## src/rtl/vga_sync_decoder.sv

```systemverilog
// vga_sync_decoder: locks onto an incoming hs/vs raster and regenerates pixel position,
// video_on and frame_start with one clock of latency; flags and counts timing violations.
module vga_sync_decoder #(
    parameter int H_VISIBLE = 640,
    parameter int H_FRONT   = 16,
    parameter int H_SYNC    = 96,
    parameter int H_BACK    = 48,
    parameter int V_VISIBLE = 480,
    parameter int V_FRONT   = 10,
    parameter int V_SYNC    = 2,
    parameter int V_BACK    = 33,
    parameter int ERR_W     = 8
) (
    input  logic             clock_25,
    input  logic             reset_key,
    input  logic             vga_hs,
    input  logic             vga_vs,
    output logic [9:0]       pixel_x,
    output logic [9:0]       pixel_y,
    output logic             video_on,
    output logic             locked,
    output logic             frame_start,
    output logic             sync_err,
    output logic [ERR_W-1:0] err_count
);
    localparam int H_TOTAL = H_VISIBLE + H_FRONT + H_SYNC + H_BACK;
    localparam int V_TOTAL = V_VISIBLE + V_FRONT + V_SYNC + V_BACK;
    localparam int TO_W    = $clog2(2 * H_TOTAL);
    localparam logic [9:0] H_LAST   = 10'(H_TOTAL - 1);
    localparam logic [9:0] V_LAST   = 10'(V_TOTAL - 1);
    localparam logic [9:0] H_VIS    = 10'(H_VISIBLE);
    localparam logic [9:0] V_VIS    = 10'(V_VISIBLE);
    localparam logic [9:0] HS_START = 10'(H_VISIBLE + H_FRONT);
    localparam logic [9:0] HS_END   = 10'(H_VISIBLE + H_FRONT + H_SYNC);
    localparam logic [9:0] VS_START = 10'(V_VISIBLE + V_FRONT);
    localparam logic [9:0] VS_END   = 10'(V_VISIBLE + V_FRONT + V_SYNC);
    localparam logic [TO_W-1:0] TO_LAST = TO_W'(2 * H_TOTAL - 1);

    typedef enum logic [1:0] {SEARCH, HLOCK, LOCKED} state_t;

    state_t            state_q, state_d;
    logic              hs_q, vs_q;
    logic [9:0]        h_q, h_d, v_q, v_d;
    logic [TO_W-1:0]   to_q, to_d;
    logic              err_q, err_d;
    logic [ERR_W-1:0]  cnt_q, cnt_d;

    logic       hs_fall, hs_rise, vs_fall, vs_rise, h_wrap, timeout, viol;
    logic [9:0] h_nat, v_nat;

    always_comb begin
        hs_fall = hs_q & ~vga_hs;
        hs_rise = ~hs_q & vga_hs;
        vs_fall = vs_q & ~vga_vs;
        vs_rise = ~vs_q & vga_vs;
        h_nat   = (h_q == H_LAST) ? 10'd0 : h_q + 10'd1;
        h_d     = hs_fall ? HS_START : h_nat;
        h_wrap  = !hs_fall && (h_q == H_LAST);
        v_nat   = h_wrap ? ((v_q == V_LAST) ? 10'd0 : v_q + 10'd1) : v_q;
        timeout = !hs_fall && (to_q == TO_LAST);
        to_d    = (hs_fall || timeout) ? '0 : to_q + 1'b1;
        // Checks compare against where the free-running counters would land this cycle
        viol    = (hs_fall && h_nat != HS_START) ||
                  (hs_rise && h_nat != HS_END) ||
                  (vs_fall && (v_nat != VS_START || h_d != 10'd0)) ||
                  (vs_rise && (v_nat != VS_END || h_d != 10'd0));
        err_d   = (state_q == LOCKED) && (viol || timeout);
        state_d = timeout ? SEARCH :
                  (state_q == LOCKED) ? (viol ? (hs_fall ? HLOCK : SEARCH) : LOCKED) :
                  (state_q == HLOCK || hs_fall) ? (vs_fall ? LOCKED : HLOCK) : SEARCH;
        v_d     = (state_d != LOCKED) ? 10'd0 : vs_fall ? VS_START : v_nat;
        cnt_d   = (err_d && cnt_q != '1) ? cnt_q + 1'b1 : cnt_q;
    end

    always_ff @(posedge clock_25) begin
        if (!reset_key) begin
            state_q <= SEARCH;
            hs_q    <= 1'b1;
            vs_q    <= 1'b1;
            h_q     <= '0;
            v_q     <= '0;
            to_q    <= '0;
            err_q   <= 1'b0;
            cnt_q   <= '0;
        end else begin
            state_q <= state_d;
            hs_q    <= vga_hs;
            vs_q    <= vga_vs;
            h_q     <= h_d;
            v_q     <= v_d;
            to_q    <= to_d;
            err_q   <= err_d;
            cnt_q   <= cnt_d;
        end
    end

    assign pixel_x     = h_q;
    assign pixel_y     = v_q;
    assign locked      = (state_q == LOCKED);
    assign video_on    = locked && (h_q < H_VIS) && (v_q < V_VIS);
    assign frame_start = locked && (h_q == 10'd0) && (v_q == 10'd0);
    assign sync_err    = err_q;
    assign err_count   = cnt_q;
endmodule

```

## config.mk

```make
export PLATFORM = sky130hd
export DESIGN_NAME = vga_sync_decoder
export DESIGN_NICKNAME = d
export VERILOG_FILES = /design/src/rtl/vga_sync_decoder.sv
export SDC_FILE = /design/constraint.sdc
export NUM_CORES = 1
export LEC_CHECK = 0
export ABC_AREA = 0
export CORE_MARGIN = 2
export CORE_UTILIZATION = 55
export CTS_CLUSTER_SIZE = 25
export DETAILED_ROUTE_END_ITERATION = 6
export PLACE_DENSITY = 0.87
export SLEW_MARGIN = 15
export SYNTH_ARGS = -nofsm -noshare
export SYNTH_HDL_FRONTEND = slang
export SYNTH_SLANG_ARGS = --single-unit
```

## constraint.sdc

```tcl
create_clock -name clock_25 -period 3.42 [get_ports clock_25]
set_input_delay 0.513 -clock clock_25 [delete_from_list [all_inputs] [get_ports clock_25]]
set_output_delay 0.513 -clock clock_25 [all_outputs]
set_load 0.01 [all_outputs]
```

==> results of run 1 <==
layout make-up:
class,count,area share
multi-input cells,243,0.506
flip-flops and latches,44,0.286
repair buffers,43,0.133
clock buffers,5,0.0224
well taps,52,0.0211
inverters,13,0.0163
clock inverters,3,0.0150
cell usage in the layout, fill, tap and decap left out, types with 3 or more instances in the layout:
cell              n
nor2_1           33
nand4_1           9
nor3_1            6
dfxtp_1          44
xor2_1            9
and4_1            3
buf_4             8
a31oi_1          10
a21oi_1          13
nor4_1            4
a211oi_1          3
or3_1             3
nor4b_1           3
nand2_1          25
ha_1              6
nand3b_1          4
or4_1             5
o21ai_0          14
clkbuf_8          5
clkdlybuf4s50_1  35
nand3_1          20
o31ai_1           3
nand2b_1          4
and3_1           10
nor2b_1           4
xnor2_1          12
inv_1            11
power by group through the flow:
stage	Combinational [mW]	Clock, mW	Sequential, mW
CTS	0.113	0.420	0.543
detailed placement	0.112	0	0.554
floorplan	0.0723	0	0.552
finish	0.114	0.418	0.543
global placement	0.109	0	0.554
global route	0.125	0.442	0.546
per-layer routing:
metal,routed length (um),global-route usage
met1,2800,0.353
met2,2980,0.421
met3,588,0.0663
met4,79,0.0761
met5,0,0
path summary, 6_finish.rpt:
kind / from / to / cells past startpoint
hold reg to reg: to_q[0] / to_q[0] / 1
setup reg to reg: pixel_x[2] / pixel_y[9] / 10
setup / recovery: pixel_x[2] / pixel_y[9] / 10
hold / removal: to_q[0] / to_q[0] / 1
worst max-delay path: stages, from the launching register on:
cell and delay, ns:
dfxtp_1 0.60, and4_1 0.44, nand4_1 0.15, or4_1 0.51, a31o_1 0.26, nor4_4 0.33
nand4_1 0.14, o21a_2 0.30, clkinv_2 0.08, nand2_4 0.06, a311oi_2 0.20
kinds of logic (layout without fill, tap and decap cells):
group           after synthesis  count (layout)  synth area share
fa+ha+maj                     6               6            0.0290
buf+inv                      30              64            0.0585
xor+xnor                     21              21            0.0711
flops                        44              44             0.340
compound gates               62              62             0.157
mux                           2               2           0.00773
simple gates                152             152             0.337
registers in the layout, indices dropped and copies added (netlist names):
signal and count:
err_count 8, hs_q 1, pixel_x 10, pixel_y 10
state_q 2, sync_err 1, to_q 11, vs_q 1
stage by stage:
step,instances,total power [mW]
after floorplan,317,0.624
after global placement,395,0.664
after detailed placement,395,0.666
after CTS,403,1.08
after global routing,403,1.11
final,403,1.08
cell usage after synthesis, types with 2 or more instances:
library cell / instances / area [um2]
a211oi_1: 3 / 22.5
a21oi_1: 13 / 65.1
a31oi_1: 10 / 62.6
and2_1: 2 / 12.5
and3_1: 10 / 62.6
and4_1: 3 / 26.3
buf_2: 3 / 15.0
buf_4: 5 / 37.5
buf_6: 2 / 22.5
clkbuf_1: 7 / 26.3
dfxtp_1: 44 / 881
ha_1: 6 / 75.1
inv_1: 11 / 41.3
mux2i_1: 2 / 20.0
nand2_1: 25 / 93.8
nand2b_1: 4 / 25.0
nand3_1: 20 / 100
nand3b_1: 4 / 30.0
nand4_1: 9 / 56.3
nand4b_1: 2 / 17.5
nor2_1: 33 / 124
nor2b_1: 4 / 25.0
nor3_1: 6 / 30.0
nor4_1: 4 / 25.0
nor4_4: 2 / 42.5
nor4b_1: 3 / 26.3
o211a_1: 2 / 20.0
o21ai_0: 14 / 70.1
o21ai_1: 2 / 10.0
o31ai_1: 3 / 22.5
or2_2: 2 / 12.5
or3_1: 3 / 18.8
or4_1: 5 / 37.5
xnor2_1: 12 / 105
xor2_1: 9 / 78.8
==> results.yml, run 1 <==
sta:
  rsz0062_at_grt: "false"
  tightest_slew_ns: 0.565
  hold_violations: 0
  fin_crit_sh: 0.921
  post-route-min-period_ns: 3.15
  finalSetupTns_ns: 0
  slew_headroom: 0.622
  hold_slack_ns: 0.464
  finalMaxSlewViolations: 0
  setup_ws_ns: 0.269
  worst_clock_skew_ns: 0.0107
  fmaxAchievable_mhz: 317
  setup_violations: 0
final_layout:
  drive_above_1_share: 0.0940
  layout.nets: 360
  seqCellArea_um2: 881
  final_util: 0.693
  num_antenna_cells: 0
  multi_input_area_mm2: 0.00156
  syn2layout_area_growth_pct: 18.9
  fillers: 378
  final_cell_area_mm2: 0.00308
yosys:
  syn_inst: 317
  synth_area_per_cell_um2: 8.17
  synth.distinct_cells: 63
  yosysWarnings: 0
  synth-edff-count: 0
  ys_async_sr_fraction: 0
  ys_ff_latch: 44
  synthFlopType: "dfxtp_1"
  netlist_area_mm2: 0.00259
  synth_seq_area_share: 0.340
  syn_nets: 327
cts:
  clk_path_buf_depth: 2
  cts.clk_slew.worst_paths_ns: 0.09
  clock_latency_ns: 0.31
  hold_buffers: 0
  cts_resized: 0
  post_cts_buffers: 0
  cts.sinks: 44
  cts_tree: "yes"
  htreeDepth: 2
  cts_buffers: 5
  cts_root_buf: "clkbuf_8"
global_routing:
  grt-ovfl-total: 0
  grt_max_degree: 16
  grt_pass1_vias: 2350
  antenna_found_initial: 0
  grt_usage: 0.263
  grt_pass1_wl_um: 11000
power:
  clkPwrFrac: 0.389
  switchingPower_mw: 0.278
  power_density_mw_per_mm2: 349
  seqPwrFrac: 0.505
  internal-power_mw: 0.797
  power_frac_comb: 0.106
  power_switching_share: 0.259
  cellLeakagePower_nw: 1.08
  ir_drop_mv: 0.261
flow_run:
  maxCapViolCount: 0
placement:
  gp_congestion: 0.966
  dp_slack_ns: 0.122
  dp_hpwl_um: 4640
  io_buffers: 35
  placedInstanceArea_mm2: 0.00296
worst_setup_path:
  critPathMaxFanout: 12
  startpoint_type: "flip-flop"
  critical_path_class: "reg2reg"
  rrSetupSlack_ns: 0.27
  crit_required_ns: 3.65
  cp-end-kind: "flip-flop"
  arrival_ns: 3.38
die:
  floorplan.initialDensity: 0.582
  pin_count: 36
  die_y_um: 72.6
  fp.coreArea_mm2: 0.00444
  die_area_mm2: 0.00527
  die_x_um: 72.6
  rows: 24
route:
  drt-total-wl_um: 6450
  wl_per_cell_um: 16.0
  via_count: 2525
  via_per_inst: 6.27
  final_antenna_net_count: 0
  detail_route.iter0.violations: 307
  dr.pass1.iters: 5
  drc: 0
worst_hold_path:
  hold_class: "reg2reg"
status:
  status: "complete, no violations"
(Power assumes the default switching activity.)
==> inputs of run 2 (changes only) <==
--- a/config.mk
+++ b/config.mk
@@ -15,3 +15,4 @@
 export SYNTH_ARGS = -nofsm -noshare
 export SYNTH_HDL_FRONTEND = slang
 export SYNTH_SLANG_ARGS = --single-unit
+export TNS_END_PERCENT = 30
==> results of run 2 <==
The final DEF is identical to that of run 1; final timing and power are the same.
==> inputs of run 3 (changes only) <==
==> constraint.sdc (replaced) <==
create_clock -name clock_25 -period 2.9 [get_ports clock_25]
set_input_delay 0.435 -clock clock_25 [delete_from_list [all_inputs] [get_ports clock_25]]
set_output_delay 0.435 -clock clock_25 [all_outputs]
set_load 0.01 [all_outputs]
==> run 3 against run 2 <==
Clock power grew 20%. First-iteration DRC count stayed put. Via count is 6.1% higher. Critical path type is now in2reg.
==> results.yml, run 3 (synthesized netlist as in run 1, its figures left out) <==
status:
  status: "complete, no violations"
cts:
  clk_path_buf_depth: 2
  htreeDepth: 2
  cts.clk_slew.worst_paths_ns: 0.09
  cts_root_buf: "clkbuf_8"
  cts_tree: "yes"
  cts_buffers: 5
  post_cts_buffers: 0
  cts.sinks: 44
  clock_latency_ns: 0.30
power:
  power_switching_share: 0.248
  cellLeakagePower_nw: 1.24
  switchingPower_mw: 0.324
  seqPwrFrac: 0.485
  ir_drop_mv: 0.237
  finalPower_mw: 1.30
  power_density_mw_per_mm2: 390
  internal-power_mw: 0.980
  clkPwrFrac: 0.385
  power_frac_comb: 0.130
worst_setup_path:
  r2r_cells: 12
  startpoint_type: "input pin"
  rrSetupSlack_ns: 0.09
  crit_required_ns: 3.14
  crit_top_cell: "buf_4"
  crit_end: "err_count[7]"
  path_buf_inv: 3
  cp_slowest_cell: "clkdlybuf4s50_1"
  critical_path_class: "in2reg"
  slowest_delay_ns: 0.50
  reg2reg_to: "err_count[7]"
  critPathMaxFanout: 12
  cp-end-kind: "flip-flop"
  r2r_start: "pixel_y[0]"
  arrival_ns: 3.06
  path_cells: "clkdlybuf4s50_1, nand2b_4, buf_4, and4_4, nand4_1, xor2_2, nor4b_2, a31oi_1, o21ai_2, buf_4, or4_1, a21oi_1"
  critical_path.top_delay_family: "simple AND/OR/NAND/NOR gates"
  crit_start: "vga_hs"
  worstSetupPathDepth: 12
final_layout:
  layout.nets: 387
  largest_register_ffs: 11
  fillers: 301
  layout_commonest_cell: "dfxtp_1"
  stdcell_count: 430
  final_util: 0.752
  num_antenna_cells: 0
  syn2layout_area_growth_pct: 29.1
  drive_above_1_share: 0.196
  mostFrequentLayoutCells: "dfxtp_1, buf_4, clkdlybuf4s50_1"
  regMostFlops: "to_q"
placement:
  dp_slack_ns: -0.257
  io_buffers: 35
  gp_congestion: 0.942
  dp_hpwl_um: 5210
  dp_cells: 422
global_routing:
  antenna_found_initial: 0
  grt_pass1_wl_um: 11200
  grt_usage: 0.274
  grt-ovfl-total: 0
  grt_max_degree: 15
  grt_pass1_vias: 2389
die:
  die_x_um: 72.6
  pin_count: 36
  rows: 24
  die_y_um: 72.6
  floorplan.initialDensity: 0.582
  fp.coreArea_mm2: 0.00444
  die_area_mm2: 0.00527
route:
  via_count: 2679
  drc: 0
  detail_route.iter0.violations: 307
  dr.pass1.iters: 5
  via_per_inst: 6.23
  drt-total-wl_um: 7170
  final_antenna_net_count: 0
  wl_per_cell_um: 16.7
worst_hold_path:
  hold_class: "reg2reg"
sta:
  fmaxAchievable_mhz: 354
  fin_crit_sh: 0.975
  setup_ws_ns: 0.0723
  tightest_slew_ns: 0.518
  setup_violations: 0
  worst_clock_skew_ns: 0.00731
  post-route-min-period_ns: 2.83
  hold_slack_ns: 0.478
  hold_violations: 0
  finalMaxSlewViolations: 0
  slew_headroom: 0.654
flow_run:
  maxCapViolCount: 0
## run 3: changes by cell type in the layout (fill, tap and decap cells not counted), sizes merged
cell,previous run,this run
clkbuf,5,6
dlygate4sd2,0,1
buf,8,35
clkinv,2,3
clkdlybuf4s50,35,34
clkinvlp,1,0
inv,12,11
## run 3: timing repair
item,4_1_cts,5_1_grt
pin swaps,0,6
setup endpoints to repair,6,20
hold buffers,0,0
resized for setup,2,12
## run 3: cell type report
class	instances	area [um2]	area share
Tap cell	52	65.1	0.0195
Timing Repair Buffer	70	612	0.183
Inverter	13	50.0	0.0150
Sequential cell	44	885	0.265
Multi-Input combinational cell	243	1610	0.481
Clock inverter	2	38.8	0.0116
Clock buffer	6	82.6	0.0247
## run 3: per-layer routing
| metal | global-route usage | up-vias | wire length (um) |
|---|---|---|---|
| li1 | - | 1266 | - |
| met1 | 0.354 | 1262 | 3000 |
| met2 | 0.441 | 124 | 3400 |
| met3 | 0.0622 | 27 | 538 |
| met4 | 0.117 | 0 | 230 |
| met5 | 0 | - | 0 |
## run 3: worst min path at each step
stage,from,end,cells after the start
after floorplan,to_q[0],to_q[0],1
after global placement,to_q[0],to_q[0],1
after detailed placement,to_q[0],to_q[0],1
after CTS,to_q[0],to_q[0],1
after global routing,to_q[0],to_q[0],1
final,to_q[0],to_q[0],1
## run 3: stage by stage
step                TNS (ns)  area, um2
floorplan                  0       2590
global placement       -1.47       3170
detailed placement     -3.61       3170
CTS                        0       3290
global route         -0.0330       3340
finish                     0       3340
## run 3: worst register-to-register path: cells and delay by family, from the launching register on
family / cells / cell delay, ns
DFF: 1 / 0.36
buffers and inverters: 2 / 0.32
AOI/OAI and AO/OA: 6 / 0.95
adders and majority gates: 1 / 0.26
and+or+nand+nor: 3 / 0.85
## run 3: power by group through the flow
stage	logic, mW	clock network (mW)	registers [mW]
finish	0.169	0.502	0.633
global route	0.183	0.523	0.635
CTS	0.164	0.505	0.632
floorplan	0.0852	0	0.651
global placement	0.159	0	0.645
detailed placement	0.162	0	0.646
